[src/rtl/mips_multicycle_control.sv]
// mips_multicycle_control: Moore-style multicycle MIPS control FSM with memory-ready timeout and illegal-instruction flagging.
module mips_multicycle_control #(
    parameter int ALUC_W      = 3,
    parameter int TIMEOUT_W   = 4,
    parameter int MEM_TIMEOUT = 12,
    parameter bit EN_ADDI     = 1'b1
) (
    input  logic              clk,
    input  logic              rst_n,
    input  logic [5:0]        opcode,
    input  logic [5:0]        funct,
    input  logic              mem_ready,
    output logic              PCWrite,
    output logic              PCWriteCond,
    output logic              PCWriteCondNe,
    output logic              IorD,
    output logic              MemRead,
    output logic              MemWrite,
    output logic              IRWrite,
    output logic              MemToReg,
    output logic              RegDst,
    output logic              RegWrite,
    output logic              ALUSrcA,
    output logic [1:0]        ALUSrcB,
    output logic [1:0]        PCSrc,
    output logic [ALUC_W-1:0] ALUControl,
    output logic              illegal,
    output logic              mem_err,
    output logic [3:0]        state
);
    typedef enum logic [3:0] {
        FETCH = 4'd0, DECODE = 4'd1, MEMADR = 4'd2, MEMRD = 4'd3, MEMWB = 4'd4, MEMWR = 4'd5,
        EXEC = 4'd6, ALUWB = 4'd7, BRANCH = 4'd8, JUMP = 4'd9, ADDIEX = 4'd10, ADDIWB = 4'd11
    } state_t;
    localparam logic [ALUC_W-1:0] A_AND = ALUC_W'(0);
    localparam logic [ALUC_W-1:0] A_OR  = ALUC_W'(1);
    localparam logic [ALUC_W-1:0] A_ADD = ALUC_W'(2);
    localparam logic [ALUC_W-1:0] A_SUB = ALUC_W'(6);
    localparam logic [ALUC_W-1:0] A_SLT = ALUC_W'(7);
    state_t               state_q, state_d;
    logic [TIMEOUT_W-1:0] cnt_q, cnt_d;
    logic                 wait_st, tmo;
    always_ff @(posedge clk or negedge rst_n) begin
        if (!rst_n) begin
            state_q <= FETCH;
            cnt_q   <= '0;
        end else begin
            state_q <= state_d;
            cnt_q   <= cnt_d;
        end
    end
    assign state = state_q;
    always_comb begin
        PCWrite       = 1'b0;
        PCWriteCond   = 1'b0;
        PCWriteCondNe = 1'b0;
        IorD          = 1'b0;
        MemRead       = 1'b0;
        MemWrite      = 1'b0;
        IRWrite       = 1'b0;
        MemToReg      = 1'b0;
        RegDst        = 1'b0;
        RegWrite      = 1'b0;
        ALUSrcA       = 1'b0;
        ALUSrcB       = 2'b00;
        PCSrc         = 2'b00;
        ALUControl    = '0;
        illegal       = 1'b0;
        state_d       = FETCH;
        wait_st       = state_q inside {FETCH, MEMRD, MEMWR};
        tmo           = wait_st && !mem_ready && cnt_q == TIMEOUT_W'(MEM_TIMEOUT - 1);
        mem_err       = tmo;
        // counter restarts on every entry to a wait state, including a timeout back into FETCH
        cnt_d         = (wait_st && !mem_ready && !tmo) ? cnt_q + 1'b1 : '0;
        case (state_q)
            FETCH: begin
                MemRead    = 1'b1;
                ALUSrcB    = 2'b01;
                ALUControl = A_ADD;
                IRWrite    = mem_ready;
                PCWrite    = mem_ready;
                state_d    = mem_ready ? DECODE : FETCH;
            end
            DECODE: begin
                ALUSrcB    = 2'b11;
                ALUControl = A_ADD;
                case (opcode)
                    6'b000000:            state_d = EXEC;
                    6'b100011, 6'b101011: state_d = MEMADR;
                    6'b000100, 6'b000101: state_d = BRANCH;
                    6'b000010:            state_d = JUMP;
                    6'b001000: begin
                        state_d = EN_ADDI ? ADDIEX : FETCH;
                        illegal = !EN_ADDI;
                    end
                    default:              illegal = 1'b1;
                endcase
            end
            MEMADR: begin
                ALUSrcA    = 1'b1;
                ALUSrcB    = 2'b10;
                ALUControl = A_ADD;
                state_d    = (opcode == 6'b101011) ? MEMWR : MEMRD;
            end
            MEMRD: begin
                MemRead = 1'b1;
                IorD    = 1'b1;
                state_d = mem_ready ? MEMWB : (tmo ? FETCH : MEMRD);
            end
            MEMWB: begin
                RegWrite = 1'b1;
                MemToReg = 1'b1;
            end
            MEMWR: begin
                MemWrite = 1'b1;
                IorD     = 1'b1;
                state_d  = (mem_ready || tmo) ? FETCH : MEMWR;
            end
            EXEC: begin
                ALUSrcA = 1'b1;
                state_d = ALUWB;
                case (funct)
                    6'b100000: ALUControl = A_ADD;
                    6'b100010: ALUControl = A_SUB;
                    6'b100100: ALUControl = A_AND;
                    6'b100101: ALUControl = A_OR;
                    6'b101010: ALUControl = A_SLT;
                    default: begin
                        illegal = 1'b1;
                        state_d = FETCH;
                    end
                endcase
            end
            ALUWB: begin
                RegWrite = 1'b1;
                RegDst   = 1'b1;
            end
            BRANCH: begin
                ALUSrcA       = 1'b1;
                ALUControl    = A_SUB;
                PCSrc         = 2'b01;
                PCWriteCond   = opcode == 6'b000100;
                PCWriteCondNe = opcode == 6'b000101;
            end
            JUMP: begin
                PCWrite = 1'b1;
                PCSrc   = 2'b10;
            end
            ADDIEX: begin
                ALUSrcA    = 1'b1;
                ALUSrcB    = 2'b10;
                ALUControl = A_ADD;
                state_d    = ADDIWB;
            end
            ADDIWB:  RegWrite = 1'b1;
            default: state_d = FETCH;
        endcase
    end
endmodule

[config.mk]
export PLATFORM = sky130hd
export DESIGN_NAME = mips_multicycle_control
export DESIGN_NICKNAME = d
export VERILOG_FILES = /design/src/rtl/mips_multicycle_control.sv
export SDC_FILE = /design/constraint.sdc
export NUM_CORES = 1
export LEC_CHECK = 0
export BUFFER_PORTS_ARGS = -buffer_cell sky130_fd_sc_hd__buf_2
export CAP_MARGIN = 30
export CORE_MARGIN = 2
export CORE_UTILIZATION = 49
export DETAILED_ROUTE_END_ITERATION = 8
export HOLD_SLACK_MARGIN = 0.03
export PLACE_DENSITY = 0.84
export SYNTH_ARGS = -nofsm -noshare
export SYNTH_HDL_FRONTEND = slang
export SYNTH_SLANG_ARGS = --single-unit
[constraint.sdc]
create_clock -name clk -period 3.88 [get_ports clk]
set_input_delay 0.194 -clock clk [delete_from_list [all_inputs] [get_ports clk]]
set_output_delay 0.194 -clock clk [all_outputs]
set_load 0.03 [all_outputs]
**Word-level counts from Yosys, hierarchy flattened**

Index checks and enable logic that the tools add are counted.

- Latch bits: 0
- Output and inout bits: 24
- Word-level logic and storage cells: 72
- Memories kept: 0
- RAM bits: 0
- Bits in read-only memories: 0
- Input port bits: 15
- Register bits: 8

- Shifts and indexed selects: 0
- Reduce and logical (&&, ||, !) cells: 19
- Divide/modulo/power cells: 0
- Add/subtract/negate cells: 1
- Order comparisons: 0
- $mul: 0
- Equal/unequal tests: 23
- Mux-type cells: 27
- Bitwise gates (word level): 0

Operators with widths:

| cell | count |
|---|---|
| $eq A6 B6 Y1 const B | 7 |
| $pmux W4 S7 | 1 |
| $eq A4 B4 Y1 const B | 5 |
| $pmux W4 S5 | 1 |
| $eq A4 B3 Y1 const B | 4 |
| $mux W1 | 13 |
| $eq A6 B3 Y1 const B | 2 |
| $mux W3 | 4 |
| $pmux W3 S4 | 1 |
| $reduce_or A2 Y1 | 5 |
| $pmux W3 S3 | 1 |
| $eq A4 B2 Y1 const B | 2 |
| $reduce_or A4 Y1 | 2 |
| $reduce_or A7 Y1 | 1 |
| $eq A6 B2 Y1 const B | 1 |
| $eq A6 B4 Y1 const B | 1 |
| $logic_not A6 Y1 | 1 |
| $pmux W2 S3 | 1 |
| $reduce_or A5 Y1 | 1 |
| $add A4 B1 Y4 const B | 1 |
| $eq A4 B1 Y1 const B | 1 |
| $logic_not A4 Y1 | 1 |
| $mux W4 | 1 |
| $pmux W1 S2 | 2 |
| other kinds (7) | 10 |

**Longest topological paths before layout**

Gate-level depths: netlist (run 1).

- Depth after elaboration: 7
- Gate-level depth with buffers: 5
- Mapped depth without buffers: 5

**Worst setup path after synthesis (run 1)**

Ideal clock, no wire load.

- Kind: reg2out
- Start: reg state_q[1], in the netlist state[1]
- End: out mem_err
- Slack: 1.571 ns
- Required time: 3.686 ns
- Stages on the path, launching flop included: 5
- Arrival: 2.115 ns
- Path buffers: 1
- Cell sequence: dfrtp_1 clkbuf_1 nand3b_1 o21ai_0 nor4bb_1

- Longest elaborated chain between the ends: 4

Ends and longest elaborated chain:

| item | RTL line | RTL |
|---|---|---|
| from (decl) | 40 | `state_t state_q, state_d;` |
| from (signal assigned) | 48 | `state_q <= state_d;` |
| $eq A4 B2 Y1 (tied with other cells) | 70 | `wait_st = state_q inside {FETCH, MEMRD, MEMWR};` |
| $reduce_bool A3 Y1 (*) | 70 |  |
| $logic_and A1 B1 Y1 (*) (2 in series) | 71 | `tmo = wait_st && !mem_ready && cnt_q == TIMEOUT_W'(MEM_TIMEOUT - 1);` |
| to (decl) | 28 | `output logic mem_err,` |

Every way passes the cells marked *; elsewhere a longest branch is shown, timed or not.

**Worst setup path in the final report (run 1)**

- Start: reg state_q[1], in the netlist state[1]
- End: out ALUControl[1]

- Longest elaborated chain between the ends: 3

Ends and longest elaborated chain:

| item | RTL line | RTL |
|---|---|---|
| $eq A4 B1 Y1 (tied with other cells) | 75 | `case (state_q)` |
| $reduce_or A4 Y1 (no line) | -- |  |
| $pmux W3 S3 (*) | 75 |  |
| to (decl) | 26 | `output logic [ALUC_W-1:0] ALUControl,` |

Marks and branches as above.

==> impl_metrics.toml, run 1 <==
[status]
status = "complete, no violations"

[clock_network]
cts_buffers = 3
cts_tree = "done"
clk_latency_ns = 0.25
cts_max_level = 1
clkSinkCount = 8
path_clk_slew_ns = 0.06
max-clock-path-buffers = 2
cts_setup_buffers = 0
cts_root_buf = "clkbuf_4"

[setup_path]
crit_slowest_cell = "dfrtp_1"
crit_fanout = 18
max_stage_delay_ns = 0.66
r2r-start = "state[2]$_DFF_PN0_"
worstPathArrival_ns = 2.36
startpoint_type = "flop"
required_ns = 3.69
critical_path_class = "flop to primary output"
worst_setup_path_end_kind = "primary output"
path_cells = "nor2b_1 > nand3b_1 > or4_1 > o21ai_1 > buf_2"
r2r_cells = 4
rr_endpoint = "state[1]$_DFF_PN0_"
reg2reg_slack_ns = 2.12

[timing]
setup_viol = 0
worst_pin_slew_ns = 0.623
finClkSkew_ns = 0.00820
final_max_slew_viol_count = 0
timing.final.crit_period_ns = 2.56
fmax_mhz = 391
rsz0062_at_grt = "no"
finalHoldViolations = 0
final.setup.tns_ns = 0
relSlewSlack_pct = 58.5
fin_crit_sh_pct = 65.9

[power]
powerDensity_nw_per_um2 = 594
vdd_drop_max_mv = 0.309
p_leak_nw = 0.490

[yosys]
ys_seq_area_share_pct = 24.0
synth-seq-cells = 8
synth-edff-count = 0
synth_area_per_cell_sq_um = 7.46
syn_inst = 112
synthArstFlopShare_pct = 100
synth_flop_cell = "dfrtp_1"
synth_nets = 128
synth_warnings = 0
syn_area_sq_um = 836
synth_cell_type_count = 41

[detailed_routing]
wl_per_cell_microns = 13.5
vias_per_cell = 5.98
wl_microns = 2190
ant_nets = 0
drt_first_iter_violations = 24
route.detailed.drc = 0
via_count = 969
drtPass1Iterations = 4

[cells_and_area]
stdcell_area_sq_um = 1050
layout_common_cells = "38 x buf_2, 15 x nor2_1, 8 x dfrtp_1"
drive_gt1_share_pct = 30.8
area_growth_pct = 25.3
num_antenna_cells = 0
fin_nets = 164
mostFrequentLayoutCell = "buf_2"

[global_route]
grt_overflow_total = 0
grt_pass1_vias = 812
grt_pass1_wl_microns = 3440
grt.total_usage_pct = 22.2
grt_antenna_before_repair = 0
grt_max_degree = 23

[place]
numPortBuffers = 38
gp_congestion = 0.924
hpwl_microns = 1540
placed_area_sq_um = 1010

[min_path]
min_to = "state[0]$_DFF_PN0_"
hp-class = "input pin to flop"
hp-start = "mem_ready"
min_path_cells = 3

[die]
die_area_sq_um = 2050
core_sq_um = 1560
rows = 14
die_w_microns = 45.3
ios = 39
start_util_pct = 53.6
die_h_microns = 45.3

[run]
max_cap_violations = 0
-- through the flow --
stage	hold slack [ns]	cells	utilization [%]	setup WS, ns	power, mW
after global routing	0.318	162	67.2	1.16	0.666
after global placement	0.0358	158	65.1	1.73	0.548
final	0.289	162	67.2	1.32	0.622
after floorplan	-0.102	112	-	1.57	0.456
after CTS	0.290	162	67.2	1.35	0.621
after detailed placement	0.0439	158	65.1	1.67	0.554
-- worst max path at each step --
stage / start / endpoint / slack (ns) / cells after the start
3_3_place_gp: state[1]$_DFF_PN0_ / ALUControl[1] / 1.73 / 5
6_report: state[1]$_DFF_PN0_ / ALUControl[1] / 1.32 / 5
4_1_cts: state[1]$_DFF_PN0_ / ALUControl[1] / 1.35 / 5
2_1_floorplan: state[1]$_DFF_PN0_ / mem_err / 1.57 / 4
3_5_place_dp: state[1]$_DFF_PN0_ / ALUControl[1] / 1.67 / 5
5_1_grt: state[1]$_DFF_PN0_ / ALUControl[1] / 1.16 / 5
-- cells in the mapped netlist (all sizes together), types with 4 or more instances --
cell    count  share of area (%)
nand2       6                2.7
nand2b      4                3.0
dfrtp       8                 24
clkbuf      7                3.1
nor2       15                6.7
nor3        7                4.2
nor2b       5                3.7
or4         4                4.0
o21ai       4                2.4
nand3       4                2.4
-- repair_timing --
| action | in CTS | in global routing |
|---|---|---|
| endpoints found under the hold margin | 8 | 0 |
| hold buffers | 1 | 0 |
| gates resized for setup | 0 | 0 |
-- layer usage --
metal  routed length [microns]  vias up  track usage [%]  share of wire, %
met5                         0        -                0                 0
met4                         0        0             7.65                 0
met3                       123        0            0.800               5.6
met2                      1020       39             36.6                46
met1                      1050      441             31.0                48
li1                          -      489                -                 -
-- sequential cells by signal (all words and copies together) (netlist names) --
name,count
state,4
cnt_q,4
-- report_power, final --
| part | internal (mW) | switching (mW) |
|---|---|---|
| Clock | 0.0354 | 0.0286 |
| Combinational | 0.134 | 0.254 |
| Sequential | 0.104 | 0.0672 |
-- logic make-up (layout without fill, tap and decap cells) --
logic type / Yosys count / after routing / synth area share (%)
AO/OA/AOI/OAI: 20 / 20 / 15.9
XOR/XNOR: 5 / 5 / 5.24
adder cells (fa/ha/maj): 1 / 1 / 1.50
buffers and inverters: 10 / 44 / 4.64
flip-flops: 8 / 8 / 24.0
multiplexers: 1 / 1 / 1.35
AND/OR/NAND/NOR: 67 / 67 / 47.5
-- worst max-delay path: cells and delay by family, from the launching register on --
kind                   cells  cell delay, ns
AOI/OAI and AO/OA          1            0.08
buffers and inverters      1            0.21
and+or+nand+nor            3            1.14
DFF                        1            0.66
-- layout make-up --
| cell class | instances | area, sq um |
|---|---|---|
| Fill cell | 132 | 512 |
| Timing Repair Buffer | 39 | 200 |
| Tap cell | 16 | 20.0 |
| Clock buffer | 3 | 22.5 |
| Inverter | 2 | 7.51 |
| Multi-Input combinational cell | 94 | 597 |
| Sequential cell | 8 | 200 |
Note: power is estimated with default switching activity, not from simulation.
==> run 2: changes to the inputs <==
Settings changed: CORE_UTILIZATION 49 to 46, PLACE_DENSITY 0.84 to 0.79.
Clock period 3.88 ns to 2.6 ns, I/O delays scaled along.
==> run 2 against run 1 <==
Die area increased by 5.9%. Setup slack got worse by 0.95 ns. Non-clock buffer count increased by 2. Highest routed layer is now met4. Combinational power increased by 73%. Largest cell class unchanged. Final cell count increased by 6.8%. Cell area increased by 2.5%. Sequential share of layout area decreased by 0.47 points. Core utilization decreased by 5.0 points.
==> impl_metrics.toml, run 2 (same netlist as run 1, synthesis figures left out) <==
[global_route]
grt.total_usage_pct = 21.0
grt_pass1_wl_microns = 3330
grt_max_degree = 22
grt_overflow_total = 0
grt_antenna_before_repair = 0
grt_pass1_vias = 829

[clock_network]
cts_max_level = 1
clkSinkCount = 8
cts_hold_buf = 1
cts_tree = "done"
cts_setup_buffers = 0
cts_resized = 0
path_clk_slew_ns = 0.05
cts_root_buf = "clkbuf_4"
clk_latency_ns = 0.24
cts_buffers = 3
max-clock-path-buffers = 2

[status]
status = "complete, no violations"

[power]
vdd_drop_max_mv = 0.472
powerDensity_nw_per_um2 = 885
p_leak_nw = 0.500

[cells_and_area]
fin_cells = 173
post-route-util_pct = 62.2
area_growth_pct = 28.4
drive_gt1_share_pct = 31.8
fin_nets = 166
num_antenna_cells = 0
n_fill_cell = 177
mostFrequentLayoutCell = "buf_2"
multi_input_area_sq_um = 597
seqCellArea_sq_um = 200
layout_common_cells = "38 x buf_2, 15 x nor2_1, 8 x dfrtp_1"

[timing]
relSlewSlack_pct = 61.6
finClkSkew_ns = 0.000503
worst_pin_slew_ns = 0.576
rsz0062_at_grt = "no"
final.setup.tns_ns = 0
timing.final.crit_period_ns = 2.23
finalHoldViolations = 0
setup_viol = 0
fin_crit_sh_pct = 85.8
final_max_slew_viol_count = 0
fmax_mhz = 448
hold_ws_ns = 0.254

[setup_path]
critical_path_class = "flop to primary output"
worst_setup_path_end_kind = "primary output"
r2r-start = "state[2]$_DFF_PN0_"
startpoint_type = "flop"
worstPathArrival_ns = 2.10
critPathLaunch = "state[2]$_DFF_PN0_"
required_ns = 2.47
crit_fanout = 21

[detailed_routing]
via_count = 996
wl_per_cell_microns = 12.8
drtPass1Iterations = 5
route.detailed.drc = 0
drt_first_iter_violations = 21
wl_microns = 2220
vias_per_cell = 5.76
ant_nets = 0

[place]
hpwl_microns = 1710
dp_cells = 169
gp_congestion = 0.816
numPortBuffers = 38

[die]
rows = 15
die_w_microns = 46.6
ios = 39
core_sq_um = 1730
die_h_microns = 46.6
die_area_sq_um = 2170
start_util_pct = 48.4

[min_path]
hp-class = "input pin to asynchronous set/reset pin"

[run]
max_cap_violations = 0
==> run 2: power by group <==
part | switching [mW] | internal (mW) | total (mW)
Sequential | 0.0355 | 0.156 | 0.192
Clock | 0.0364 | 0.0524 | 0.0889
Combinational | 0.452 | 0.218 | 0.670
Total | 0.524 | 0.426 | 0.950
==> run 2: path summary, 6_finish.rpt <==
kind                                 endpoint  slack, ns  cells past startpoint
max                             ALUControl[1]       0.37                      5
min                        cnt_q[3]$_DFF_PN0_       0.25                      2
max reg2reg                state[1]$_DFF_PN0_       0.97                      4
min reg2reg                cnt_q[0]$_DFF_PN0_       0.49                      1
max in group asynchronous  cnt_q[1]$_DFF_PN0_       2.19                      2
min in group clk           state[0]$_DFF_PN0_       0.28                      3
==> run 2: metal layers <==
metal	track usage [%]	up-vias	share of wire [%]
met2	40.0	47	50
met1	23.9	453	42
li1	-	494	-
met4	6.11	0	0.36
met5	0	-	0
met3	3.14	2	7.1
==> run 2: critical path, cell delays in order (launching register included) <==
cell	delay, ns
dfrtp_1	0.70
nor2b_1	0.24
nand3b_1	0.13
or4_1	0.50
o21ai_1	0.08
buf_2	0.21
==> run 2: per-stage QoR <==
step / setup slack (ns) / power [mW] / instance area, sq um
after floorplan: 0.355 / 0.680 / 836
after global placement: 0.696 / 0.848 / 1040
after detailed placement: 0.633 / 0.859 / 1040
after CTS: 0.362 / 0.952 / 1070
after global routing: 0.231 / 1.02 / 1070
final: 0.368 / 0.950 / 1070
==> run 2: cell type report <==
cell class                      instances  share of cell area, %
Multi-Input combinational cell         94                   55.6
Timing Repair Buffer                   41                   20.0
Sequential cell                         8                   18.6
Tap cell                               25                   2.91
Clock buffer                            3                   2.10
Inverter                                2                  0.699
